===== src/rtl/frac_clk_gen.sv =====
// Multi-channel fractional clock-enable generator.
// Each channel is a phase accumulator: the carry out of acc + inc gives a
// one-cycle enable pulse, and the accumulator MSB gives a ~50 % square wave.
// Increments are reloaded via a valid/ready port. A new increment is staged
// and swapped in only on a wrap, so the output phase stays continuous.
module frac_clk_gen #(
  parameter int                       NUM_CH      = 2,
  parameter int                       ACC_W       = 32,
  parameter int                       LOCK_CYCLES = 1024,
  parameter logic [NUM_CH*ACC_W-1:0]  INC_INIT    = {NUM_CH{32'h4072_B021}},
  localparam int                      CH_W        = (NUM_CH > 1) ? $clog2(NUM_CH) : 1
) (
  input  logic              clk_in1,
  input  logic              reset,
  input  logic [NUM_CH-1:0] en,
  input  logic              cfg_valid,
  input  logic [CH_W-1:0]   cfg_ch,
  input  logic [ACC_W-1:0]  cfg_inc,
  output logic              cfg_ready,
  output logic [NUM_CH-1:0] ce,
  output logic [NUM_CH-1:0] clk_sq,
  output logic              locked
);

  localparam int LCW = $clog2(LOCK_CYCLES + 1);

  // Per-channel state
  logic [ACC_W-1:0] acc      [NUM_CH];
  logic [ACC_W-1:0] inc      [NUM_CH];
  logic [ACC_W-1:0] pend_inc [NUM_CH];
  logic [NUM_CH-1:0] pend;

  // Per-channel combinational terms
  logic [ACC_W:0]    sum [NUM_CH];
  logic [NUM_CH-1:0] carry;
  logic [NUM_CH-1:0] apply;
  logic [NUM_CH-1:0] accept;

  // Startup settle counter
  logic [LCW-1:0] lock_cnt;
  logic [LCW-1:0] lock_cnt_next;

  // Ready is low only while the addressed channel still holds an unapplied
  // update; an out-of-range channel is always ready and simply ignored.
  always_comb begin
    // NOTE: every signal written in always_comb gets a default first, so no
    // path through the block leaves it unassigned and no latch is inferred.
    cfg_ready = 1'b1;
    for (int i = 0; i < NUM_CH; i++) begin
      if (cfg_ch == CH_W'(i)) cfg_ready = ~pend[i];
    end
  end

  // Phase add, wrap detection, and the accept/apply decisions per channel.
  // A zero increment or a disabled channel also releases a staged update,
  // so an update can never wait forever for a wrap that will not come.
  always_comb begin
    for (int i = 0; i < NUM_CH; i++) begin
      sum[i]    = {1'b0, acc[i]} + {1'b0, inc[i]};
      carry[i]  = en[i] & sum[i][ACC_W];
      apply[i]  = pend[i] & (carry[i] | ~en[i] | (inc[i] == '0));
      accept[i] = cfg_valid & cfg_ready & (cfg_ch == CH_W'(i));
    end
  end

  // Accumulators, increment staging and registered outputs.
  always_ff @(posedge clk_in1 or posedge reset) begin
    if (reset) begin
      // NOTE: these arrays are a handful of flops per channel, not a RAM, so
      // resetting them costs nothing and gives a known phase after reset.
      for (int i = 0; i < NUM_CH; i++) begin
        acc[i]      <= '0;
        inc[i]      <= INC_INIT[i*ACC_W +: ACC_W];
        pend_inc[i] <= '0;
      end
      pend   <= '0;
      ce     <= '0;
      clk_sq <= '0;
    end else begin
      // NOTE: non-blocking assignments here, so every channel sees the
      // pre-edge values of acc/inc/pend regardless of statement order.
      for (int i = 0; i < NUM_CH; i++) begin
        if (en[i]) begin
          acc[i]    <= sum[i][ACC_W-1:0];
          ce[i]     <= sum[i][ACC_W];
          clk_sq[i] <= sum[i][ACC_W-1];
        end else begin
          acc[i]    <= '0;
          ce[i]     <= 1'b0;
          clk_sq[i] <= 1'b0;
        end
        // The add on the applying edge already used the old inc above.
        if (apply[i]) begin
          inc[i]  <= pend_inc[i];
          pend[i] <= 1'b0;
        end
        if (accept[i]) begin
          pend_inc[i] <= cfg_inc;
          pend[i]     <= 1'b1;
        end
      end
    end
  end

  // Saturating count of edges since reset release.
  always_comb begin
    lock_cnt_next = lock_cnt;
    if (lock_cnt != LCW'(LOCK_CYCLES)) lock_cnt_next = lock_cnt + LCW'(1);
  end

  // Lock status: settled for LOCK_CYCLES edges and nothing staged.
  always_ff @(posedge clk_in1 or posedge reset) begin
    if (reset) begin
      lock_cnt <= '0;
      locked   <= 1'b0;
    end else begin
      lock_cnt <= lock_cnt_next;
      locked   <= (lock_cnt_next == LCW'(LOCK_CYCLES)) && !(|pend);
    end
  end

endmodule


===== config.mk =====
export PLATFORM = sky130hd
export DESIGN_NAME = frac_clk_gen
export DESIGN_NICKNAME = d
export VERILOG_FILES = /design/src/rtl/frac_clk_gen.sv
export SDC_FILE = /design/constraint.sdc
export NUM_CORES = 1
export LEC_CHECK = 0
export ABC_AREA = 1
export CAP_MARGIN = 20
export CORE_MARGIN = 5
export CORE_UTILIZATION = 60
export DETAILED_ROUTE_END_ITERATION = 10
export MAX_ROUTING_LAYER = met4
export PLACE_DENSITY = 0.78
export SLEW_MARGIN = 5
export SYNTH_ARGS = -nofsm -noshare
export SYNTH_HDL_FRONTEND = slang
export SYNTH_SLANG_ARGS = --single-unit

===== constraint.sdc =====
create_clock -name clk_in1 -period 10 [get_ports clk_in1]
set_input_delay 2 -clock clk_in1 [delete_from_list [all_inputs] [get_ports clk_in1]]
set_output_delay 2 -clock clk_in1 [all_outputs]
set_load 0.02 [all_outputs]

==> flow_summary.ini, run 1 <==
[sta]
rsz0062_at_grt = false
finalSetupViolations = 0
hold_viol = 0
whs_ns = 0.471
finalCritPeriodShare = 0.530
fin_tns_setup_ns = 0
tightest_slew_ns = 0.988
finalMaxSlewViolations = 0
fin_skew_ns = 0.0150
max_freq_mhz = 189
min_period_ns = 5.30
slew_headroom = 0.341

[global_routing]
antenna_found_initial = 0
grt_pass1_wl_mm = 49.9
overflow = 0
track_usage = 0.255
grt_pass1_vias = 10404
grt_max_degree = 137

[status]
status = complete, no violations

[die]
ioPinCount = 44
die_area_sq_um = 24300
die_w_um = 156
initial_core_util = 0.609
die_h_um = 156
rows = 53
core_area_sq_um = 21000

[yosys]
yosys-top-cells-count = nand2_1, inv_1, nor2_1
ys.flop_type = dfrtp_1
syn-cell-area_sq_um = 12800
yosys.cell_count.top_type = nand2_1
yosysUniqueCellTypes = 39
synth_edf_count = 0
synth_top_area_frac = 0.368
yosysWarnings = 0
syn_inst = 1730
seq_area_frac_synth = 0.409
syn_area_per_cell_sq_um = 7.40
ys_seq_elements = 208
synth_area_leader_cell = dfrtp_1
synth_nets = 1836
ys_top_cells_by_area = dfrtp_1, nand2_1, ha_1
async_reset_ff_frac = 1.00

[layout]
layout-drive-gt1-share = 0.120
diodes = 0
nets = 1868
area_growth_pct = 10.6
fill_cells = 1802

[run]
cap_violations = 0

[placement]
io_buffers = 43
gp_congestion = 0.966
hpwlAfterDp_mm = 21.9

[pwr]
powerDensity_nw_per_um2 = 283
ir_drop_mv = 0.189
p_leak_nw = 7.66

[drt]
post_drt_wl_per_cell_um = 14.6
drt-vias-per-instance = 5.30
route.detailed.drc = 0
routed_wl_mm = 30.0
vias = 10896
antenna_left = 0
dr.first_iter.drc_count = 636
dr.pass1.iters = 5

[cts]
cts.sinks = 208
clockBufferDepth = 3
ctsHoldBuffers = 0
path_clk_slew_ns = 0.05
htree_num_levels = 1
cts_root_buf = clkbuf_16
post_cts_buffers = 0
cts_tree = done
cts_resized = 0
numCtsBuffers = 24
insertion_delay_ns = 0.51

[critical_path]
worstPathMaxFanout = 4
arrival_ns = 3.30
r2r-start = acc[32]$_DFF_PP0_
r2r_cells = 13
critPathCaptureType = primary output
path_class = input pin to primary output
r2r_end = inc[62]$_DFFE_PP1P_
crit_start = cfg_ch
critPathRequiredTime_ns = 8.00
cp-start-kind = input pin
rrSetupSlack_ns = 7.23

[hold_path]
whs_endpoint = inc[52]$_DFFE_PP1P_
min-delay-start = inc[52]$_DFFE_PP1P_
holdCritPathClass = flop to flop
holdPathStages = 2
state kept, by name, summed over array words and instances, names as in the netlist:
signal,cells
inc,64
pend_inc,64
acc,63
lock_cnt,11
ce,2
pend,2
clk_sq,1
locked,1
routing by layer:
layer	wire [um]	track usage	vias to the layer above	share of wire
met2	13900	0.404	262	0.46
met5	0	-	-	0
met3	1480	0.0347	42	0.049
met4	587	0.0538	0	0.020
li1	-	-	5528	-
met1	14000	0.353	5064	0.47
cell families (layout without fill, tap and decap cells):
kind of cell,count (synthesis),after routing,share of synthesized area
DFF,208,208,0.409
AOI/OAI and AO/OA,224,224,0.0976
xor gates and xnor gates,10,10,0.00685
and+or+nand+nor,960,960,0.332
buffers and inverters,260,310,0.0871
adders and majority gates,68,68,0.0677
per-stage QoR:
| step | instance area, sq um | instances | utilization | worst slack [ns] | total power [mW] |
|---|---|---|---|---|---|
| floorplan | 12800 | 1730 | - | 2.35 | 2.70 |
| global placement | 13300 | 2010 | 0.634 | 4.69 | 3.03 |
| detailed placement | 13300 | 2010 | 0.634 | 4.70 | 3.08 |
| CTS | 14100 | 2054 | 0.672 | 4.69 | 4.01 |
| global route | 14200 | 2055 | 0.673 | 4.65 | 4.32 |
| finish | 14200 | 2055 | 0.673 | 4.70 | 4.00 |
how the worst max path moves through the flow:
stage                  endpoint  slack [ns]
2_1_floorplan  acc[0]$_DFF_PP0_        2.35
3_3_place_gp          cfg_ready        4.69
3_5_place_dp          cfg_ready        4.70
4_1_cts               cfg_ready        4.69
5_1_grt               cfg_ready        4.65
6_report              cfg_ready        4.70
cell type report:
| type | count | area [sq um] | area share |
|---|---|---|---|
| Clock buffer | 38 | 704 | 0.0498 |
| Clock inverter | 6 | 105 | 0.00743 |
| Inverter | 217 | 822 | 0.0581 |
| Multi-Input combinational cell | 1262 | 6460 | 0.456 |
| Sequential cell | 208 | 5230 | 0.370 |
| Tap cell | 275 | 344 | 0.0243 |
| Timing Repair Buffer | 49 | 488 | 0.0345 |
critical path, stage by stage:
cell             delay [ns]
clkdlybuf4s50_1        0.53
nand2_1                0.06
o21ai_0                0.08
clkdlybuf4s50_1        0.63
cells in the final DEF, fill, tap and decap left out, types with 3 or more instances in the layout:
master,instances
nand4_1,14
o21bai_1,12
clkdlybuf4s50_1,43
inv_2,8
xor2_1,8
nand2_1,489
a21oi_2,4
bufinv_16,3
buf_4,5
nand3b_1,3
inv_1,208
clkbuf_8,3
a21o_1,4
nand2_2,109
nand3_1,103
nor3_1,14
nor2_2,7
ha_1,66
clkinv_2,3
nand2_4,6
a21oi_4,6
nand3_2,3
a21oi_1,86
o21ai_0,110
clkbuf_16,25
dfstp_2,20
dfrtp_1,188
nor2_1,198
clkbuf_1,10
where the power goes:
part           switching, mW  total [mW]  leakage (nW)  internal, mW
logic                   1.12        1.73          4.66         0.610
registers              0.218        1.37          2.61          1.15
clock network          0.339       0.898         0.396         0.559
total                   1.68        4.00          7.66          2.32
Note: power is estimated with default switching activity, not from simulation.
==> run 2, diff against run 1 <==
--- a/config.mk
+++ b/config.mk
@@ -8,10 +8,10 @@
 export ABC_AREA = 1
 export CAP_MARGIN = 20
 export CORE_MARGIN = 5
-export CORE_UTILIZATION = 60
+export CORE_UTILIZATION = 56
 export DETAILED_ROUTE_END_ITERATION = 10
 export MAX_ROUTING_LAYER = met4
-export PLACE_DENSITY = 0.78
+export PLACE_DENSITY = 0.77
 export SLEW_MARGIN = 5
 export SYNTH_ARGS = -nofsm -noshare
 export SYNTH_HDL_FRONTEND = slang
==> constraint.sdc (replaced) <==
create_clock -name clk_in1 -period 4.52 [get_ports clk_in1]
set_input_delay 0.904 -clock clk_in1 [delete_from_list [all_inputs] [get_ports clk_in1]]
set_output_delay 0.904 -clock clk_in1 [all_outputs]
set_load 0.02 [all_outputs]
==> flow_summary.ini, run 2 (synthesis gave the netlist of run 1 again) <==
[status]
status = complete, no violations

[global_routing]
grt_max_degree = 95
grt_pass1_vias = 10347
overflow = 0
antenna_found_initial = 0
grt_pass1_wl_mm = 50.4
track_usage = 0.240

[sta]
min_period_ns = 3.11
tightest_slew_ns = 0.958
finalCritPeriodShare = 0.688
fin_skew_ns = 0.0122
finalSetupViolations = 0
max_freq_mhz = 321
hold_viol = 0
fin_tns_setup_ns = 0
slew_headroom = 0.359
rsz0062_at_grt = false
finalMaxSlewViolations = 0

[critical_path]
r2r-start = inc[32]$_DFFE_PP1P_
critPathRequiredTime_ns = 3.62
cp-start-kind = input pin
cpMaxStageDelayCell = clkdlybuf4s50_1
cp_common_cell = clkdlybuf4s50_1
cpPeakStageDelay_ns = 0.64
arrival_ns = 2.21
critPathCaptureType = primary output
path_class = input pin to primary output
cp_top_family = buffers and inverters
crit_start = cfg_ch
crit_chain = clkdlybuf4s50_1, nand2_1, o21ai_0, clkdlybuf4s50_1
worstPathMaxFanout = 4
critPathBufInv = 2

[placement]
hpwlAfterDp_mm = 22.6
io_buffers = 43
gp_congestion = 0.959

[cts]
clockBufferDepth = 3
cts_resized = 0
cts_root_buf = clkbuf_16
cts_tree = done
post_cts_buffers = 0
ctsHoldBuffers = 0
htree_num_levels = 1
numCtsBuffers = 24
cts.sinks = 208
insertion_delay_ns = 0.51
path_clk_slew_ns = 0.06

[die]
die_w_um = 161
rows = 55
ioPinCount = 44
core_area_sq_um = 22600
initial_core_util = 0.567
die_h_um = 161
die_area_sq_um = 26000

[layout]
nets = 1869
layout-drive-gt1-share = 0.122
final_cell_mix = nand2_1, inv_1, nor2_1
area_growth_pct = 11.1
diodes = 0
final_common_cell = nand2_1
reg.largest.list = inc x64, pend_inc x64, acc x63

[pwr]
powerDensity_nw_per_um2 = 626
ir_drop_mv = 0.318
total_power_mw = 8.90
p_leak_nw = 7.68

[drt]
dr.first_iter.drc_count = 687
drt-vias-per-instance = 5.24
routed_wl_mm = 30.1
vias = 10821
dr.pass1.iters = 5
post_drt_wl_per_cell_um = 14.6
antenna_left = 0
route.detailed.drc = 0

[hold_path]
min-delay-start = inc[21]$_DFFE_PP1P_
holdCritPathClass = flop to flop

[run]
cap_violations = 0
-- run 2: layer usage --
| metal | share of wire | vias up | GRT usage |
|---|---|---|---|
| met4 | 0.028 | 0 | 0.0663 |
| li1 | - | 5523 | - |
| met1 | 0.48 | 4977 | 0.340 |
| met3 | 0.051 | 63 | 0.0304 |
| met5 | 0 | - | - |
| met2 | 0.44 | 258 | 0.367 |
-- run 2: cell type report --
class	instances	area, sq um
multi-input cells	1262	6460
repair buffers	50	520
fillers	2003	8360
well taps	285	357
clock buffers	36	707
clock inverters	8	119
inverters	217	818
flip-flops and latches	208	5230
-- run 2: tightest hold or removal path, delay by kind of cell, from the launching register on --
family	cells	cell delay (ns)
and+or+nand+nor	2	0.10
DFF	1	0.38
-- run 2: power by group --
part           total (mW)  internal, mW  switching, mW
Clock                2.02          1.25          0.765
Combinational        3.84          1.35           2.49
Sequential           3.04          2.55          0.489
-- run 2: through the flow --
step                      setup slack, ns  hold WS, ns  utilization  cells  instance area [sq um]
after floorplan                     0.932        0.452            -   1730                  12800
after global placement               1.41        0.465        0.592   2021                  13400
after detailed placement             1.40        0.469        0.592   2021                  13400
after CTS                            1.40        0.479        0.629   2065                  14200
after global routing                 1.37        0.496        0.629   2066                  14200
final                                1.41        0.476        0.629   2066                  14200
-- run 2: path summary, 6_finish.rpt --
kind / endpoint / slack (ns) / cells after the start
max: cfg_ready / 1.41 / 4
max in group asynchronous: inc[30]$_DFFE_PP1P_ / 2.72 / 3
min reg2reg: inc[21]$_DFFE_PP1P_ / 0.48 / 2
min in group asynchronous: acc[36]$_DFF_PP0_ / 0.88 / 2
min: inc[21]$_DFFE_PP1P_ / 0.48 / 2
max reg2reg: inc[63]$_DFFE_PP0P_ / 1.80 / 13
==> run 3, diff against run 2 <==
==> constraint.sdc (replaced) <==
create_clock -name clk_in1 -period 2.5 [get_ports clk_in1]
set_input_delay 0.5 -clock clk_in1 [delete_from_list [all_inputs] [get_ports clk_in1]]
set_output_delay 0.5 -clock clk_in1 [all_outputs]
set_load 0.02 [all_outputs]
==> flow_summary.ini, run 3 (synthesis gave the netlist of run 1 again) <==
[status]
status = complete, no violations

[layout]
reg.largest.list = inc x64, pend_inc x64, acc x63
fin_cells = 2072
diodes = 0
regArea_sq_um = 5230
multi_input_area_sq_um = 6460
final_area_sq_um = 14300
final_cell_mix = nand2_1, inv_1, nor2_1
fill_cells = 2010
area_growth_pct = 11.4
nets = 1875
final_util = 0.632
layout-drive-gt1-share = 0.127
final_common_cell = nand2_1

[drt]
post_drt_wl_per_cell_um = 14.4
routed_wl_mm = 29.8
dr.pass1.iters = 5
dr.first_iter.drc_count = 836
antenna_left = 0
drt-vias-per-instance = 5.24
vias = 10853
route.detailed.drc = 0

[critical_path]
worstPathMaxFanout = 32
arrival_ns = 2.72
r2r_cells = 13
cp-start-kind = flop
crit_chain = ha_1, fa_1, nand2_1, nand2_1, nand3_2, nand2_4, nand2_4, nand2_4, nand2_4, nand3_4, nand2_8, nand2_2, nand2_2
path_depth = 13
cp_top_family = simple AND/OR/NAND/NOR gates
path_class = flop to flop
cp_common_cell = nand2_4
critPathCaptureType = flop
crit_start = inc[0]$_DFFE_PP1P_
cpPeakStageDelay_ns = 0.55
r2r-start = inc[0]$_DFFE_PP1P_
rrSetupSlack_ns = 0.19
critPathRequiredTime_ns = 2.91
cpMaxStageDelayCell = dfstp_2
critPathBufInv = 0

[cts]
insertion_delay_ns = 0.52
numCtsBuffers = 24
ctsHoldBuffers = 0
path_clk_slew_ns = 0.06
htree_num_levels = 1
cts_root_buf = clkbuf_16
post_cts_buffers = 0
cts.sinks = 208
clockBufferDepth = 3
cts_resized = 0
cts_tree = done

[pwr]
powerDensity_nw_per_um2 = 1120
total_power_mw = 15.9
ir_drop_mv = 0.526
p_leak_nw = 7.69

[die]
initial_core_util = 0.567
die_h_um = 161
rows = 55
ioPinCount = 44
core_area_sq_um = 22600
die_w_um = 161
die_area_sq_um = 26000

[run]
cap_violations = 0

[global_routing]
grt_pass1_wl_mm = 50.3
grt_max_degree = 112
overflow = 0
grt_pass1_vias = 10204
antenna_found_initial = 0
track_usage = 0.238

[sta]
rsz0062_at_grt = false
max_freq_mhz = 433
tightest_slew_ns = 0.639
setup_ws_ns = 0.190
min_period_ns = 2.31
hold_viol = 0
whs_ns = 0.466
finalCritPeriodShare = 0.924
fin_tns_setup_ns = 0
fin_skew_ns = 0.0160
slew_headroom = 0.574
finalSetupViolations = 0
finalMaxSlewViolations = 0

[placement]
dp_cells = 2028
hpwlAfterDp_mm = 22.5
gp_congestion = 0.912
io_buffers = 43
place_area_sq_um = 13500
place_ws_ns = 0.195

[hold_path]
holdCritPathClass = input pin to async pin
[run 3: cell types whose count changed in the layout (fill, tap and decap cells not counted)]
cell	change
buf_12	+2
buf_4	+4
bufinv_16	-2
clkbuf_1	-3
clkbuf_16	-1
clkbuf_8	+3
clkinv_2	-2
clkinv_8	+1
clkinvlp_4	+5
inv_6	-1
[run 3: layout make-up]
type	count	share of cell area
Timing Repair Buffer	56	0.0414
Clock buffer	35	0.0499
Clock inverter	9	0.00658
Tap cell	285	0.0250
Sequential cell	208	0.367
Multi-Input combinational cell	1262	0.453
Inverter	217	0.0574
[run 3: tightest hold or removal path, delay by kind of cell]
kind | cells | cell delay, ns
buffers and inverters | 3 | 0.85
[run 3: report_power, final]
part | switching [mW] | total, mW | internal (mW)
sequential | 0.886 | 5.49 | 4.61
clock | 1.44 | 3.52 | 2.09
combinational | 4.43 | 6.92 | 2.49
[run 3: path summary, 6_finish.rpt]
check / end
max in group asynchronous: acc[31]$_DFF_PP0_
worst max register to register: inc[31]$_DFFE_PP0P_
min in group clk_in1: inc[45]$_DFFE_PP1P_
worst max-delay path: inc[31]$_DFFE_PP0P_
worst min-delay path: acc[41]$_DFF_PP0_
worst min register to register: inc[45]$_DFFE_PP1P_
[run 3: per-layer routing]
layer,global-route usage,share of wire,vias up
li1,-,-,5532
met1,0.338,0.47,5037
met2,0.380,0.46,252
met3,0.0286,0.047,32
met4,0.0372,0.014,0
met5,-,0,-
